--- config.mk ---
export PLATFORM = sky130hd
export DESIGN_NAME = pwm_capture
export DESIGN_NICKNAME = d
export VERILOG_FILES = /design/src/rtl/pwm_capture_pkg.sv /design/src/rtl/prim_flop_2sync.sv /design/src/rtl/pwm_capture_filter.sv /design/src/rtl/pwm_capture.sv
export SDC_FILE = /design/constraint.sdc
export NUM_CORES = 1
export LEC_CHECK = 0
export BUFFER_PORTS_ARGS = -buffer_cell sky130_fd_sc_hd__buf_2
export CORE_ASPECT_RATIO = 0.6
export CORE_UTILIZATION = 60
export DETAILED_ROUTE_END_ITERATION = 6
export MAX_ROUTING_LAYER = met4
export PLACE_DENSITY = 0.92
export SLEW_MARGIN = 30
export SYNTH_ARGS = -nofsm -noshare
export SYNTH_HDL_FRONTEND = slang
export SYNTH_SLANG_ARGS = --single-unit
--- constraint.sdc ---
create_clock -name clk_i -period 6.6 [get_ports clk_i]
set_input_delay 0.33 -clock clk_i [delete_from_list [all_inputs] [get_ports clk_i]]
set_output_delay 0.33 -clock clk_i [all_outputs]
set_load 0.01 [all_outputs]
--- src/rtl/pwm_capture_pkg.sv ---
// Shared types and constants for the PWM capture block.
// The state encodings are plain constants so older code that stores the state as logic [1:0] still matches.
package pwm_capture_pkg;

   localparam int SyncStages = 2;
   localparam int MeasW = 16;

   localparam logic [1:0] ST_IDLE  = 2'd0;
   localparam logic [1:0] ST_HIGH  = 2'd1;
   localparam logic [1:0] ST_LOW   = 2'd2;
   localparam logic [1:0] ST_STUCK = 2'd3;

   typedef enum logic [1:0] {
      IDLE  = ST_IDLE,
      HIGH  = ST_HIGH,
      LOW   = ST_LOW,
      STUCK = ST_STUCK
   } cap_state_e;

   typedef struct packed {
      logic [MeasW-1:0] period;
      logic [MeasW-1:0] high;
      logic             overflow;
   } cap_meas_t;

endpackage

--- src/rtl/prim_flop_2sync.sv ---
// Two-flop synchroniser for signals crossing into the clk_i domain.
module prim_flop_2sync #(
   parameter int               Width      = 1,
   parameter logic [Width-1:0] ResetValue = '0
) (
   input  logic             clk_i,
   input  logic             rst_ni,
   input  logic [Width-1:0] d_i,
   output logic [Width-1:0] q_o
);

   logic [Width-1:0] stage1_q;

   always_ff @(posedge clk_i or negedge rst_ni) begin
      if (!rst_ni) begin
         stage1_q <= ResetValue;
         q_o      <= ResetValue;
      end else begin
         stage1_q <= d_i;
         q_o      <= stage1_q;
      end
   end

endmodule

--- src/rtl/pwm_capture_filter.sv ---
// Stable-count glitch filter: the output follows the input only after FiltCycles consecutive
// samples that differ from the current output.
module pwm_capture_filter #(
   parameter int FiltCycles = 4
) (
   input  logic clk_i,
   input  logic rst_ni,
   input  logic d_i,
   output logic q_o
);

   localparam int CW = $clog2(FiltCycles + 1);

   logic [CW-1:0] stable_q;

   always_ff @(posedge clk_i or negedge rst_ni) begin
      if (!rst_ni) begin
         q_o      <= 1'b0;
         stable_q <= '0;
      end else if (d_i == q_o) begin
         stable_q <= '0;
      end else if (stable_q == CW'(FiltCycles - 1)) begin
         q_o      <= d_i;
         stable_q <= '0;
      end else begin
         stable_q <= stable_q + 1'b1;
      end
   end

endmodule

--- src/rtl/pwm_capture.sv ---
// Measures period and high time of an external PWM line and flags a stuck line.
// Define PWM_CAPTURE_FILTER_EN to insert a glitch filter after the synchroniser.
module pwm_capture
   import pwm_capture_pkg::*;
#(
   parameter int CntW       = 16,
   parameter int FiltCycles = 4
) (
   input  logic            clk_i,
   input  logic            rst_ni,
   input  logic            enable_i,
   input  logic [CntW-1:0] timeout_i,
   input  logic            pwm_i,
   output logic            meas_valid_o,
   output logic [CntW-1:0] period_o,
   output logic [CntW-1:0] high_o,
   output logic            overflow_o,
   output logic            stuck_o,
   output logic            stuck_level_o
);

   localparam logic [CntW-1:0] CntMax = '1;

   logic            sync_lvl;
   logic            level;
   logic            level_prev_q;
   logic            rise;
   logic            fall;
   logic            timeout_hit;
   logic            measuring;
   logic [1:0]      state_q;
   logic [1:0]      state_d;
   logic [CntW-1:0] cnt_q;
   logic [CntW-1:0] hi_q;
   logic            ovf_q;

   prim_flop_2sync #(
      .Width      (1),
      .ResetValue (1'b0)
   ) u_sync (
      .clk_i  (clk_i),
      .rst_ni (rst_ni),
      .d_i    (pwm_i),
      .q_o    (sync_lvl)
   );

`ifdef PWM_CAPTURE_FILTER_EN
   pwm_capture_filter #(
      .FiltCycles (FiltCycles)
   ) u_filter (
      .clk_i  (clk_i),
      .rst_ni (rst_ni),
      .d_i    (sync_lvl),
      .q_o    (level)
   );
`else
   assign level = sync_lvl;
`endif

   // The previous sample keeps tracking while disabled so re-enabling never fakes an edge.
   always_ff @(posedge clk_i or negedge rst_ni) begin
      if (!rst_ni) begin
         level_prev_q <= 1'b0;
      end else begin
         level_prev_q <= level;
      end
   end

   assign rise        = level & ~level_prev_q;
   assign fall        = ~level & level_prev_q;
   assign measuring   = (state_q == ST_HIGH) || (state_q == ST_LOW);
   assign timeout_hit = measuring && (timeout_i != '0) && (cnt_q >= timeout_i) && !rise && !fall;

   always_comb begin
      state_d = state_q;
      case (state_q)
         ST_IDLE:  if (rise) state_d = ST_HIGH;
         ST_HIGH:  if (fall) state_d = ST_LOW;  else if (timeout_hit) state_d = ST_STUCK;
         ST_LOW:   if (rise) state_d = ST_HIGH; else if (timeout_hit) state_d = ST_STUCK;
         ST_STUCK: if (rise) state_d = ST_HIGH; else if (fall) state_d = ST_IDLE;
         default:  state_d = ST_IDLE;
      endcase
      if (!enable_i) begin
         state_d = ST_IDLE;
      end
   end

   // A measurement is only published on a rise seen from LOW, i.e. after a full rise-fall-rise.
   always_ff @(posedge clk_i or negedge rst_ni) begin
      if (!rst_ni) begin
         state_q       <= ST_IDLE;
         cnt_q         <= '0;
         hi_q          <= '0;
         ovf_q         <= 1'b0;
         meas_valid_o  <= 1'b0;
         period_o      <= '0;
         high_o        <= '0;
         overflow_o    <= 1'b0;
         stuck_o       <= 1'b0;
         stuck_level_o <= 1'b0;
      end else begin
         state_q       <= state_d;
         meas_valid_o  <= 1'b0;
         stuck_o       <= (state_d == ST_STUCK);
         stuck_level_o <= (state_d == ST_STUCK) & level;
         if (!enable_i) begin
            cnt_q <= '0;
         end else if (rise) begin
            cnt_q <= CntW'(1);
            ovf_q <= 1'b0;
            if (state_q == ST_LOW) begin
               period_o     <= cnt_q;
               high_o       <= hi_q;
               overflow_o   <= ovf_q;
               meas_valid_o <= 1'b1;
            end
         end else if (measuring) begin
            if (cnt_q == CntMax) begin
               ovf_q <= 1'b1;
            end else begin
               cnt_q <= cnt_q + 1'b1;
            end
            if ((state_q == ST_HIGH) && fall) begin
               hi_q <= cnt_q;
            end
         end
      end
   end

   a_outputs_known: assert property (@(posedge clk_i) disable iff (!rst_ni)
      !$isunknown({meas_valid_o, period_o, high_o, overflow_o, stuck_o, stuck_level_o}));

   a_single_valid: assert property (@(posedge clk_i) disable iff (!rst_ni)
      meas_valid_o |=> !meas_valid_o);

   a_filt_cfg: assert property (@(posedge clk_i) FiltCycles >= 1);

endmodule
### Word-level counts from Yosys, hierarchy flattened

Cells that the tools add are included.

| cells by class | value |
|---|---|
| $add $sub $neg | 1 |
| order comparisons | 1 |
| equality and inequality tests | 7 |
| mux-type cells | 18 |
| bitwise logic cells | 6 |
| reduce and logical (&&, ||, !) cells | 16 |

Operators by type and width:

| cell | number |
|---|---|
| two-way mux 16 bit | 4 |
| adder 16 x 1 -> 16 bit (second input constant) | 1 |
| == test 16 bit (second input constant) | 1 |
| greater-or-equal comparator 16 bit | 1 |
| nonzero test 16 bit | 1 |
| two-way mux 2 bit | 7 |
| one-hot mux 2 bit (4 select lines) | 1 |
| == test 2 bit (second input constant) | 3 |
| two-way mux 1 bit | 6 |
| AND reduction 3 bit | 2 |
| logical AND 1 bit | 5 |
| AND reduction 4 bit | 1 |
| nonzero test 2 bit | 2 |
| bitwise AND 1 bit | 3 |
| != test 3 x 1 -> 1 bit (second input constant) | 1 |
| != test 3 bit (second input constant) | 1 |
| inverter 1 bit | 3 |
| == test 2 x 1 -> 1 bit (second input constant) | 1 |
| logical NOT 1 bit | 2 |
| logical NOT 2 bit | 1 |
| AND reduction 2 bit | 1 |
| logical OR 1 bit | 1 |

| storage, ports and cells | value |
|---|---|
| bits in registers | 74 |
| bits of input ports | 20 |
| output and inout port bits | 36 |
| word-level logic and storage cells | 62 |

### Longest topological paths before layout

Gate-level depths: netlist (run 1).

| depth | value |
|---|---|
| word-level depth | 12 |
| gate-level depth with buffers | 9 |
| gate-level depth less buffers | 8 |

### Modules after synthesis

Synthesis (run 1) repeated with hierarchy kept, for this count alone.

| unflattened totals | value |
|---|---|
| cells, all modules | 338 |
| area total of the unflattened synthesis | 3572.2 µm² |

Modules (own cells, without submodules):

| module | instances | cells each | area an instance (µm²) | seq. area each (µm²) |
|---|---|---|---|---|
| pwm_capture | 1 | 336 | 3522.1 | 1801.7 |
| prim_flop_2sync | 1 | 2 | 50.0 | 50.0 |

### Worst setup path before layout (run 1)

Ideal clock, no wire load.

| timing path | value |
|---|---|
| kind | reg-to-reg |
| start point | register cnt_q[0] |
| end point | register stuck_level_o |
| library setup time | 137 ps |
| data arrival time | 2039 ps |
| data required time | 6463 ps |
| slack | 4424 ps |
| cell stages (with the launch flop) | 9 |
| path buffers | 0 |
| clock period less this slack | 2176 ps |
| path through | dfrtp_1 inv_1 ha_1 nand2b_4 a2111o_1 a311oi_2 o21ai_2 a2111oi_4 nor4b_1 |

| between the ends | value |
|---|---|
| cells in the longest elaborated chain, start to end | 10 |
| elaborated cells on any way between the ends | 11 |
| those cells by class | order compare (1); eq/ne (1); mux (5); bitwise (1); reduce/logical (3) |

RTL lines:

| what | line | RTL |
|---|---|---|
| from (decl) | pwm_capture.sv:33 | `logic [CntW-1:0] cnt_q;` |
| from (signal assigned) | pwm_capture.sv:109 | `cnt_q <= CntW'(1);` |
| from (signal assigned) | pwm_capture.sv:121 | `cnt_q <= cnt_q + 1'b1;` |
| greater-or-equal comparator 16 bit * | pwm_capture.sv:72 | `assign timeout_hit = measuring && (timeout_i != '0) && (cnt_q >= timeout_i) && !rise && !fall;` |
| logical AND 1 bit * (3 in a row) | pwm_capture.sv:72 |  |
| two-way mux 2 bit * | pwm_capture.sv:78, pwm_capture.sv:79 |  |
| two-way mux 2 bit (on tied branches) | pwm_capture.sv:79, pwm_capture.sv:78 |  |
| one-hot mux 2 bit (4 select lines) * | pwm_capture.sv:76 | `case (state_q)` |
| two-way mux 2 bit * | pwm_capture.sv:83 | `if (!enable_i) begin` |
| == test 2 bit * | pwm_capture.sv:105 | `stuck_level_o <= (state_d == ST_STUCK) & level;` |
| bitwise AND 1 bit * | pwm_capture.sv:105 |  |
| to (signal assigned) | pwm_capture.sv:105 |  |
| to (decl) | pwm_capture.sv:19 | `output logic stuck_level_o` |

Every way passes the cells marked *; elsewhere a longest branch is shown, timed or not.
A chain may end at the register's enable or synchronous reset.

### Worst setup path after layout (run 1)

Ends and elaborated chain as after synthesis.

==> flow_metrics.py, run 1 <==
metrics = {
    "cts": {
        "cts_tree": "built",
        "post_cts_buffers": 0,
        "clock_sinks": 74,
        "cts_buffer_depth": 2,
        "cts_root_buffer": "clkbuf_8",
        "clk_latency_ns": 0.34,
        "h-tree-depth": 3,
        "hold_buffers": 0,
        "ctsResizeCount": 0,
        "cts_buffers": 9,
        "clk_pin_slew_ns": 0.08,
    },
    "floorplan": {
        "placementRows": 21,
        "start_util_pct": 63.1,
        "die_y_um": 61.7,
        "die_w_um": 101,
        "core_area_um2": 5650,
        "num_io_pins": 56,
        "die-area_um2": 6260,
    },
    "setup_path": {
        "crit_required_ns": 6.82,
        "startpoint_type": "flop",
        "crit_fanout": 4,
        "cp-end-kind": "flop",
        "reg2reg_from": "cnt_q[0]$_DFFE_PN0P_",
        "crit_arrival_ns": 2.61,
        "crit_chain": "inv_1 > ha_1 > nand2b_4 > a2111o_1 > a311oi_2 > o21ai_2 > a2111oi_4 > nor4b_1",
        "worst-path-buf-inv": 1,
        "cpLargestDelayFamily": "compound AO/OA/AOI/OAI gates",
        "crit_slowest_cell": "a2111o_1",
        "cp-startpoint": "cnt_q[0]$_DFFE_PN0P_",
        "slowest_delay_ns": 0.43,
        "path_class": "reg2reg",
    },
    "layout": {
        "final_common_cell": "nand2_1",
        "drive_gt1_share_pct": 22.4,
        "most-common-layout-cells": "nand2_1 (105), dfrtp_1 (74), buf_2 (55), nor2_1 (25), inv_1 (22)",
        "diodes": 0,
        "syn2layout_area_growth_pct": 16.2,
        "multi_input_area_um2": 1580,
        "seqCellArea_um2": 1850,
        "stdcell_area_um2": 4140,
        "fillers": 424,
        "final_nets": 461,
    },
    "routing": {
        "drt-vias-per-instance": 5.36,
        "postRouteWirelength_um": 7510,
        "drt_iter0_drc": 124,
        "num_vias": 2707,
        "wl_per_cell_um": 14.9,
        "drt.antenna.violating_nets": 0,
        "drtPass1Iterations": 5,
        "route.detailed.drc": 0,
    },
    "synth": {
        "synthesis.nets": 404,
        "yosys_warnings": 0,
        "async_flop_share_pct": 100,
        "synth_ff_type": "dfrtp_1",
        "ys_seq_elements": 74,
        "syn_inst": 363,
        "syn_area_um2": 3560,
        "ys_seq_area_share_pct": 52.0,
        "synth_edf_count": 0,
        "post_synth.cell_area_avg_um2": 9.82,
        "yosysUniqueCellTypes": 44,
    },
    "power_and_ir_drop": {
        "power_frac_seq_pct": 48.2,
        "clockPowerShare_pct": 39.7,
        "pwr_density_cell_nw_per_um2": 236,
        "p_sw_share_pct": 25.0,
        "p_int_mw": 0.734,
        "p_sw_mw": 0.245,
        "ir_worst_vdd_mv": 0.148,
        "combPwrFrac_pct": 12.0,
        "power.static_leakage_nw": 2.30,
    },
    "sta": {
        "tightest_slew_ns": 0.900,
        "slew_headroom_pct": 39.7,
        "rsz0062_at_grt": "no",
        "finalSetupTns_ns": 0,
        "hold_viol": 0,
        "fmax_ghz": 0.419,
        "final-max-slew-violation-count": 0,
        "setup_violations": 0,
        "period_needed_ns": 2.39,
        "min_period_over_period_pct": 36.2,
        "finalClockSkew_ns": 0.00762,
    },
    "global_route": {
        "grt_usage_pct": 27.2,
        "grt_antenna_before_repair": 0,
        "overflow": 0,
        "grt_max_degree": 75,
        "grt_pass1_vias": 2448,
        "grt_pass1_wl_um": 11900,
    },
    "placement": {
        "hpwl_um": 5250,
        "port_buffers": 55,
        "placed_cell_area_um2": 3910,
        "globalplace.congestion": 0.948,
    },
    "status": {
        "status": "completed",
    },
    "hold_path": {
        "min_path_type": "in2async",
    },
    "run": {
        "maxCapViolCount": 0,
    },
}
[power by group through the flow]
stage	sequential, mW	combinational [mW]	clock [mW]
final	0.472	0.118	0.389
after floorplan	0.478	0.0807	0
after CTS	0.472	0.117	0.396
after global routing	0.474	0.130	0.414
after detailed placement	0.481	0.115	0
after global placement	0.480	0.111	0
[sequential cells by signal, summed over array words and instances, names as in the netlist]
signal	count
meas_valid_o	1
period_o	16
stuck_level_o	1
stuck_o	1
ovf_q	1
u_sync.stage1_q	1
high_o	16
u_sync.q_o	1
state_q	2
overflow_o	1
cnt_q	16
level_prev_q	1
hi_q	16
[path summary, 6_finish.rpt]
check                                             to  slack, ns  depth (start not counted)
setup / recovery             stuck_level_o$_DFF_PN0_       4.21                          8
hold / removal                high_o[15]$_DFFE_PN0P_       0.07                          2
setup reg to reg             stuck_level_o$_DFF_PN0_       4.21                          8
hold reg to reg                 u_sync.q_o$_DFF_PN0_       0.35                          0
max in group asynchronous      high_o[5]$_DFFE_PN0P_       6.04                          2
min in group clk_i         u_sync.stage1_q$_DFF_PN0_       0.09                          1
[cell usage after synthesis, types with 4 or more instances]
| library cell | number | area [µm²] |
|---|---|---|
| nand2_1 | 105 | 394 |
| dfrtp_1 | 74 | 1850 |
| nor2_1 | 25 | 93.8 |
| inv_1 | 23 | 86.3 |
| ha_1 | 21 | 263 |
| mux2_2 | 16 | 180 |
| nand3_1 | 8 | 40.0 |
| o21ai_0 | 8 | 40.0 |
| xor2_1 | 8 | 70.1 |
| clkbuf_1 | 7 | 26.3 |
| nand4_1 | 7 | 43.8 |
| nor3_1 | 5 | 25.0 |
| xnor2_1 | 5 | 43.8 |
| a21oi_1 | 4 | 20.0 |
| and4_1 | 4 | 35.0 |
| nand2b_1 | 4 | 25.0 |
| nor4_1 | 4 | 25.0 |
[layer usage]
metal	wire [µm]	vias to the layer above	global-route usage, %
li1	-	1332	-
met1	3490	1281	35.1
met2	3520	79	43.1
met3	384	15	6.38
met4	125	0	9.73
met5	0	-	-
[kinds of logic (layout without fill, tap and decap cells)]
family          count (synthesis)  after routing  share of synthesized area (%)
mux                            17             17                           5.34
compound gates                 30             30                           6.64
simple gates                  174            174                           21.9
flops                          74             74                           52.0
buf+inv                        34             96                           3.62
xor+xnor                       13             13                           3.20
fa+ha+maj                      21             21                           7.37
[layout make-up]
type / instances / share of cell area, %
inverters: 23 / 2.09
repair buffers: 57 / 7.10
multi-input cells: 255 / 38.2
well taps: 80 / 2.42
flip-flops and latches: 74 / 44.7
clock inverters: 6 / 2.12
clock buffers: 10 / 3.32
[per-stage QoR]
stage	util (%)	setup WS, ns	power (mW)	hold WS (ns)	instances
floorplan	-	4.42	0.559	0.0344	363
global placement	69.2	4.31	0.591	0.335	489
detailed placement	69.2	4.24	0.596	0.340	489
CTS	73.2	4.21	0.985	0.0708	505
global route	73.3	4.08	1.02	0.0720	505
finish	73.3	4.21	0.979	0.0749	505
No activity file was read; power rests on OpenSTA's default activity.
==> inputs of run 2 (changes only) <==
--- a/config.mk
+++ b/config.mk
@@ -7,10 +7,10 @@
 export LEC_CHECK = 0
 export BUFFER_PORTS_ARGS = -buffer_cell sky130_fd_sc_hd__buf_2
 export CORE_ASPECT_RATIO = 0.6
-export CORE_UTILIZATION = 60
+export CORE_UTILIZATION = 51
 export DETAILED_ROUTE_END_ITERATION = 6
 export MAX_ROUTING_LAYER = met4
-export PLACE_DENSITY = 0.92
+export PLACE_DENSITY = 0.84
 export SLEW_MARGIN = 30
 export SYNTH_ARGS = -nofsm -noshare
 export SYNTH_HDL_FRONTEND = slang
==> constraint.sdc (replaced) <==
create_clock -name clk_i -period 1.9 [get_ports clk_i]
set_input_delay 0.095 -clock clk_i [delete_from_list [all_inputs] [get_ports clk_i]]
set_output_delay 0.095 -clock clk_i [all_outputs]
set_load 0.01 [all_outputs]
==> run 2 against run 1 <==
Net effect:
- the flow now finishes with violations (setup timing)
- die area increased by 17%
- clock-buffer cell count unchanged
- non-clock buffer count increased by 38
- fmax increased by 8.6%
- sequential power increased to 3.5 times the previous value
- global-route usage decreased by 0.11 points
- critical path depth unchanged
- sequential share of layout area decreased by 4.6 points
- hold slack got worse by 0.014 ns
==> flow_metrics.py, run 2 (synthesized netlist as in run 1, its figures left out) <==
metrics = {
    "layout": {
        "most-common-layout-cells": "nand2_1 (105), dfrtp_1 (73), buf_2 (55), buf_4 (35), nor2_1 (25)",
        "drive_gt1_share_pct": 30.0,
        "final_nets": 499,
        "multi_input_area_um2": 1650,
        "fin_cells": 550,
        "final_common_cell": "nand2_1",
        "fin_util_pct": 68.8,
        "seqCellArea_um2": 1850,
        "fillers": 526,
        "syn2layout_area_growth_pct": 29.5,
        "diodes": 0,
    },
    "cts": {
        "cts_buffer_depth": 2,
        "cts_tree": "built",
        "h-tree-depth": 3,
        "clock_sinks": 74,
        "cts_root_buffer": "clkbuf_16",
        "clk_pin_slew_ns": 0.06,
        "clk_latency_ns": 0.34,
        "cts_buffers": 9,
    },
    "floorplan": {
        "start_util_pct": 53.1,
        "die-area_um2": 7340,
        "num_io_pins": 56,
        "die_w_um": 110,
        "placementRows": 23,
        "core_area_um2": 6710,
        "die_y_um": 66.7,
    },
    "sta": {
        "min_period_over_period_pct": 116,
        "fmax_ghz": 0.455,
        "worst_slack_ns": -0.299,
        "slew_headroom_pct": 64.1,
        "finalClockSkew_ns": 0.00542,
        "final-max-slew-violation-count": 0,
        "setup_violations": 4,
        "period_needed_ns": 2.20,
        "tightest_slew_ns": 0.537,
        "rsz0062_at_grt": "yes",
        "hold_viol": 0,
    },
    "setup_path": {
        "crit_required_ns": 2.11,
        "r2r_cells": 8,
        "crit_arrival_ns": 2.41,
        "cp-end-kind": "flop",
        "crit_fanout": 3,
        "reg2reg_from": "cnt_q[0]$_DFFE_PN0P_",
        "r2r_setup_slack_ns": -0.30,
        "startpoint_type": "flop",
        "r2r-end": "stuck_level_o$_DFF_PN0_",
        "path_class": "reg2reg",
    },
    "power_and_ir_drop": {
        "p_sw_share_pct": 25.4,
        "power_frac_seq_pct": 41.4,
        "p_sw_mw": 1.00,
        "power.static_leakage_nw": 2.55,
        "combPwrFrac_pct": 14.7,
        "p_int_mw": 2.93,
        "ir_worst_vdd_mv": 0.846,
        "power.total_mw": 3.93,
        "clockPowerShare_pct": 43.9,
        "pwr_density_cell_nw_per_um2": 852,
    },
    "status": {
        "violations": "setup timing",
        "status": "finished with violations",
    },
    "global_route": {
        "grt_pass1_vias": 2863,
        "grt_antenna_before_repair": 0,
        "grt_max_degree": 75,
        "overflow": 0,
        "grt_usage_pct": 27.1,
        "grt_pass1_wl_um": 14100,
    },
    "placement": {
        "globalplace.congestion": 0.902,
        "place_inst": 527,
        "pre_cts_slack_ns": -0.368,
        "hpwl_um": 6140,
        "port_buffers": 55,
    },
    "routing": {
        "drt.antenna.violating_nets": 0,
        "drt_iter0_drc": 195,
        "num_vias": 2922,
        "drtPass1Iterations": 5,
        "postRouteWirelength_um": 8640,
        "drt-vias-per-instance": 5.31,
        "wl_per_cell_um": 15.7,
        "route.detailed.drc": 0,
    },
    "run": {
        "maxCapViolCount": 0,
    },
    "hold_path": {
        "hold_end": "ovf_q$_DFFE_PN0P_",
        "min_path_type": "in2reg",
        "hold_depth": 2,
        "hold_start": "enable_i",
    },
}
-- run 2: layout make-up --
type	count	area share, %
repair buffers	95	13.4
well taps	87	2.36
inverters	23	1.87
flip-flops and latches	74	40.2
clock buffers	10	5.18
multi-input cells	255	35.7
clock inverters	6	1.38
-- run 2: metrics by stage --
| stage | TNS [ns] | hold WS [ns] | area (µm²) |
|---|---|---|---|
| 5_1_grt | -1.73 | 0.0749 | 4610 |
| 3_5_place_dp | -1.41 | 0.157 | 4200 |
| 2_1_floorplan | -0.561 | -0.201 | 3580 |
| 3_3_place_gp | -0.901 | 0.147 | 4200 |
| 4_1_cts | -0.940 | 0.0352 | 4560 |
| 6_report | -0.876 | 0.0614 | 4610 |
-- run 2: repair_timing --
| item | in CTS | in global routing |
|---|---|---|
| cloned | 0 | 0 |
| endpoints found under the hold margin | 75 | 0 |
| hold buffers | 2 | 0 |
| setup buffers | 1 | 5 |
| resized for setup | 3 | 6 |
| pin swaps | 5 | 5 |
| setup endpoints to repair | 12 | 16 |
-- run 2: critical path, stage by stage (launching register included) --
cell and delay, ns:
dfrtp_1 0.38, inv_2 0.08, ha_4 0.19, nand2b_4 0.13, a2111o_1 0.42, a311oi_2 0.27
o21ai_2 0.13, a2111oi_4 0.36, nor4b_1 0.11
-- run 2: routing by layer --
metal / part of all wire, % / routed length, µm / vias up / GRT usage [%]
met4: 1.1 / 98 / 0 / 8.33
li1: - / - / 1404 / -
met3: 6.9 / 593 / 10 / 8.22
met1: 45 / 3930 / 1407 / 33.9
met2: 47 / 4020 / 101 / 42.6
met5: 0 / 0 / - / -
-- run 2: power groups by stage --
stage / registers [mW] / logic, mW / clock network [mW]
after floorplan: 1.66 / 0.290 / 0
after global placement: 1.65 / 0.495 / 0
after detailed placement: 1.65 / 0.518 / 0
after CTS: 1.62 / 0.558 / 1.75
after global routing: 1.63 / 0.634 / 1.80
final: 1.63 / 0.579 / 1.73
-- run 2: worst max path at each step --
stage                     slack [ns]                      end                  from  depth (start not counted)
final                          -0.30  stuck_level_o$_DFF_PN0_  cnt_q[0]$_DFFE_PN0P_                          8
after global routing           -0.37  stuck_level_o$_DFF_PN0_  cnt_q[0]$_DFFE_PN0P_                          8
after CTS                      -0.31  stuck_level_o$_DFF_PN0_  cnt_q[0]$_DFFE_PN0P_                          8
after detailed placement       -0.37  stuck_level_o$_DFF_PN0_  cnt_q[0]$_DFFE_PN0P_                          8
after global placement         -0.28  stuck_level_o$_DFF_PN0_  cnt_q[0]$_DFFE_PN0P_                          8
after floorplan                -0.20  stuck_level_o$_DFF_PN0_  cnt_q[0]$_DFFE_PN0P_                          8
==> inputs of run 3 (changes only) <==
--- a/config.mk
+++ b/config.mk
@@ -6,7 +6,6 @@
 export NUM_CORES = 1
 export LEC_CHECK = 0
 export BUFFER_PORTS_ARGS = -buffer_cell sky130_fd_sc_hd__buf_2
-export CORE_ASPECT_RATIO = 0.6
 export CORE_UTILIZATION = 51
 export DETAILED_ROUTE_END_ITERATION = 6
 export MAX_ROUTING_LAYER = met4
==> run 3 against run 2 <==
Net effect:
- the flow still finishes with violations (setup timing)
- critical endpoint is now stuck_o$_DFF_PN0_
- sequential cell count did not move
- clock-buffer cell count did not move
- global-route usage fell by 1.7 points
- critical path type unchanged
- combinational power fell by 2%
- sequential power barely moved
- setup slack improved by 0.0049 ns
- sequential share of layout area rose by 0.98 points
- clock power fell by 25%
==> flow_metrics.py, run 3 (synthesized netlist as in run 1, its figures left out) <==
metrics = {
    "status": {
        "status": "finished with violations",
        "violations": "setup timing",
    },
    "global_route": {
        "grtUsageMet2_pct": 39.1,
        "grt_antenna_before_repair": 0,
        "met1_usage_pct": 33.3,
        "overflow": 0,
        "grt_usage_pct": 25.4,
        "grt.busiest_layer": "met2",
        "use_met3_pct": 5.10,
        "grt_pass1_wl_um": 13700,
        "grt_pass1_vias": 2865,
        "grt_max_degree": 75,
    },
    "floorplan": {
        "die_y_um": 85.6,
        "die_w_um": 85.6,
        "placementRows": 30,
        "die-area_um2": 7330,
        "num_io_pins": 56,
        "start_util_pct": 52.7,
        "core_area_um2": 6760,
    },
    "placement": {
        "port_buffers": 55,
        "hpwl_um": 5730,
        "placed_cell_area_um2": 4140,
        "globalplace.congestion": 0.941,
        "pre_cts_slack_ns": -0.319,
        "place_inst": 515,
    },
    "setup_path": {
        "cp-end-kind": "flop",
        "crit_slowest_cell": "dfrtp_1",
        "path_class": "reg2reg",
        "crit_required_ns": 2.14,
        "worstSetupEndpoint": "stuck_o$_DFF_PN0_",
        "slowest_delay_ns": 0.40,
        "r2r-end": "stuck_o$_DFF_PN0_",
        "crit_fanout": 3,
        "cp-startpoint": "cnt_q[0]$_DFFE_PN0P_",
        "startpoint_type": "flop",
        "r2r_setup_slack_ns": -0.29,
        "crit_chain": "inv_2 > ha_4 > nand2b_4 > a2111o_1 > a311oi_2 > o21ai_2 > a2111oi_4 > nor3_1",
        "reg2reg_from": "cnt_q[0]$_DFFE_PN0P_",
        "r2r_cells": 8,
        "cpLargestDelayFamily": "compound AO/OA/AOI/OAI gates",
        "crit_arrival_ns": 2.43,
        "worst-path-buf-inv": 1,
        "path_depth": 8,
    },
    "power_and_ir_drop": {
        "pwr_density_cell_nw_per_um2": 774,
        "power.static_leakage_nw": 2.51,
        "ir_worst_vdd_mv": 0.588,
    },
    "cts": {
        "h-tree-depth": 3,
        "cts_root_buffer": "clkbuf_8",
        "clk_pin_slew_ns": 0.08,
        "cts_tree": "built",
        "clk_latency_ns": 0.36,
        "clock_sinks": 74,
        "cts_buffers": 9,
        "cts_buffer_depth": 2,
    },
    "sta": {
        "hold_slack_ns": 0.279,
        "min_period_over_period_pct": 115,
        "finalClockSkew_ns": 0.00632,
        "hold_viol": 0,
        "worst_slack_ns": -0.294,
        "period_needed_ns": 2.19,
        "slew_headroom_pct": 62.0,
        "final-max-slew-violation-count": 0,
        "setup_violations": 4,
        "rsz0062_at_grt": "yes",
        "tightest_slew_ns": 0.569,
        "fmax_ghz": 0.456,
    },
    "hold_path": {
        "min_path_type": "in2async",
    },
    "routing": {
        "num_vias": 2962,
        "drtPass1Iterations": 5,
        "drt_iter0_drc": 221,
        "drt.antenna.violating_nets": 0,
        "route.detailed.drc": 0,
        "drt-vias-per-instance": 5.45,
        "postRouteWirelength_um": 8310,
        "wl_per_cell_um": 15.3,
    },
    "layout": {
        "fin_cells": 543,
        "final_nets": 499,
        "syn2layout_area_growth_pct": 26.3,
        "final_common_cell": "nand2_1",
        "drive_gt1_share_pct": 29.6,
        "stdcell_area_um2": 4500,
        "most-common-layout-cells": "nand2_1 (105), dfrtp_1 (74), buf_2 (55), buf_4 (35), nor2_1 (25)",
        "diodes": 0,
    },
    "run": {
        "maxCapViolCount": 0,
    },
}
run 3: cell types whose count changed in the layout (fill, tap and decap cells not counted), sizes merged:
cell         before  now
clkinvlp          2    1
clkinv            2    1
inv              24   26
dlygate4sd3       2    3
buf              93   92
run 3: power breakdown:
| group | leakage (nW) | internal [mW] | switching (mW) |
|---|---|---|---|
| Clock | 0.104 | 0.658 | 0.634 |
| Sequential | 1.03 | 1.60 | 0.0208 |
| Combinational | 1.38 | 0.265 | 0.304 |
run 3: worst register-to-register path: cells and delay by family, from the launching register on:
family / cells / cell delay [ns]
buffers and inverters: 1 / 0.08
flip-flops: 1 / 0.40
AO/OA/AOI/OAI: 4 / 1.16
AND/OR/NAND/NOR: 2 / 0.23
adder cells (fa/ha/maj): 1 / 0.19
run 3: worst min path at each step:
stage / to / slack, ns / startpoint
floorplan: cnt_q[0]$_DFFE_PN0P_ / -0.20 / rst_ni
global placement: high_o[10]$_DFFE_PN0P_ / 0.15 / rst_ni
detailed placement: high_o[12]$_DFFE_PN0P_ / 0.16 / rst_ni
CTS: high_o[12]$_DFFE_PN0P_ / 0.29 / rst_ni
global route: high_o[9]$_DFFE_PN0P_ / 0.32 / rst_ni
finish: high_o[12]$_DFFE_PN0P_ / 0.28 / rst_ni
run 3: cell type report:
class                           instances  area, µm²
Tap cell                               80        100
Timing Repair Buffer                   95        608
Multi-Input combinational cell        255       1650
Inverter                               23       86.3
Sequential cell                        74       1850
Fill cell                             536       2250
Clock inverter                          6       72.6
Clock buffer                           10        138
run 3: what timing repair did:
| action | in CTS | in global routing |
|---|---|---|
| cloned | 0 | 0 |
| gates resized for setup | 4 | 3 |
| endpoints found under the hold margin | 76 | 0 |
| pin swaps | 4 | 7 |
| hold buffers | 3 | 0 |
| buffers inserted | 3 | 7 |
| endpoints found under the setup margin | 12 | 20 |
run 3: stage by stage:
step	total power [mW]	utilization, %	TNS, ns
2_1_floorplan	1.95	-	-0.561
3_3_place_gp	2.13	61.3	-0.732
3_5_place_dp	2.16	61.3	-1.15
4_1_cts	3.47	65.6	-0.846
5_1_grt	3.64	66.6	-1.27
6_report	3.48	66.6	-0.929
run 3: layer usage:
metal  vias up  wire [µm]
li1       1407          -
met1      1414       3640
met2       123       4010
met3        18        501
met4         0        161
met5         -          0
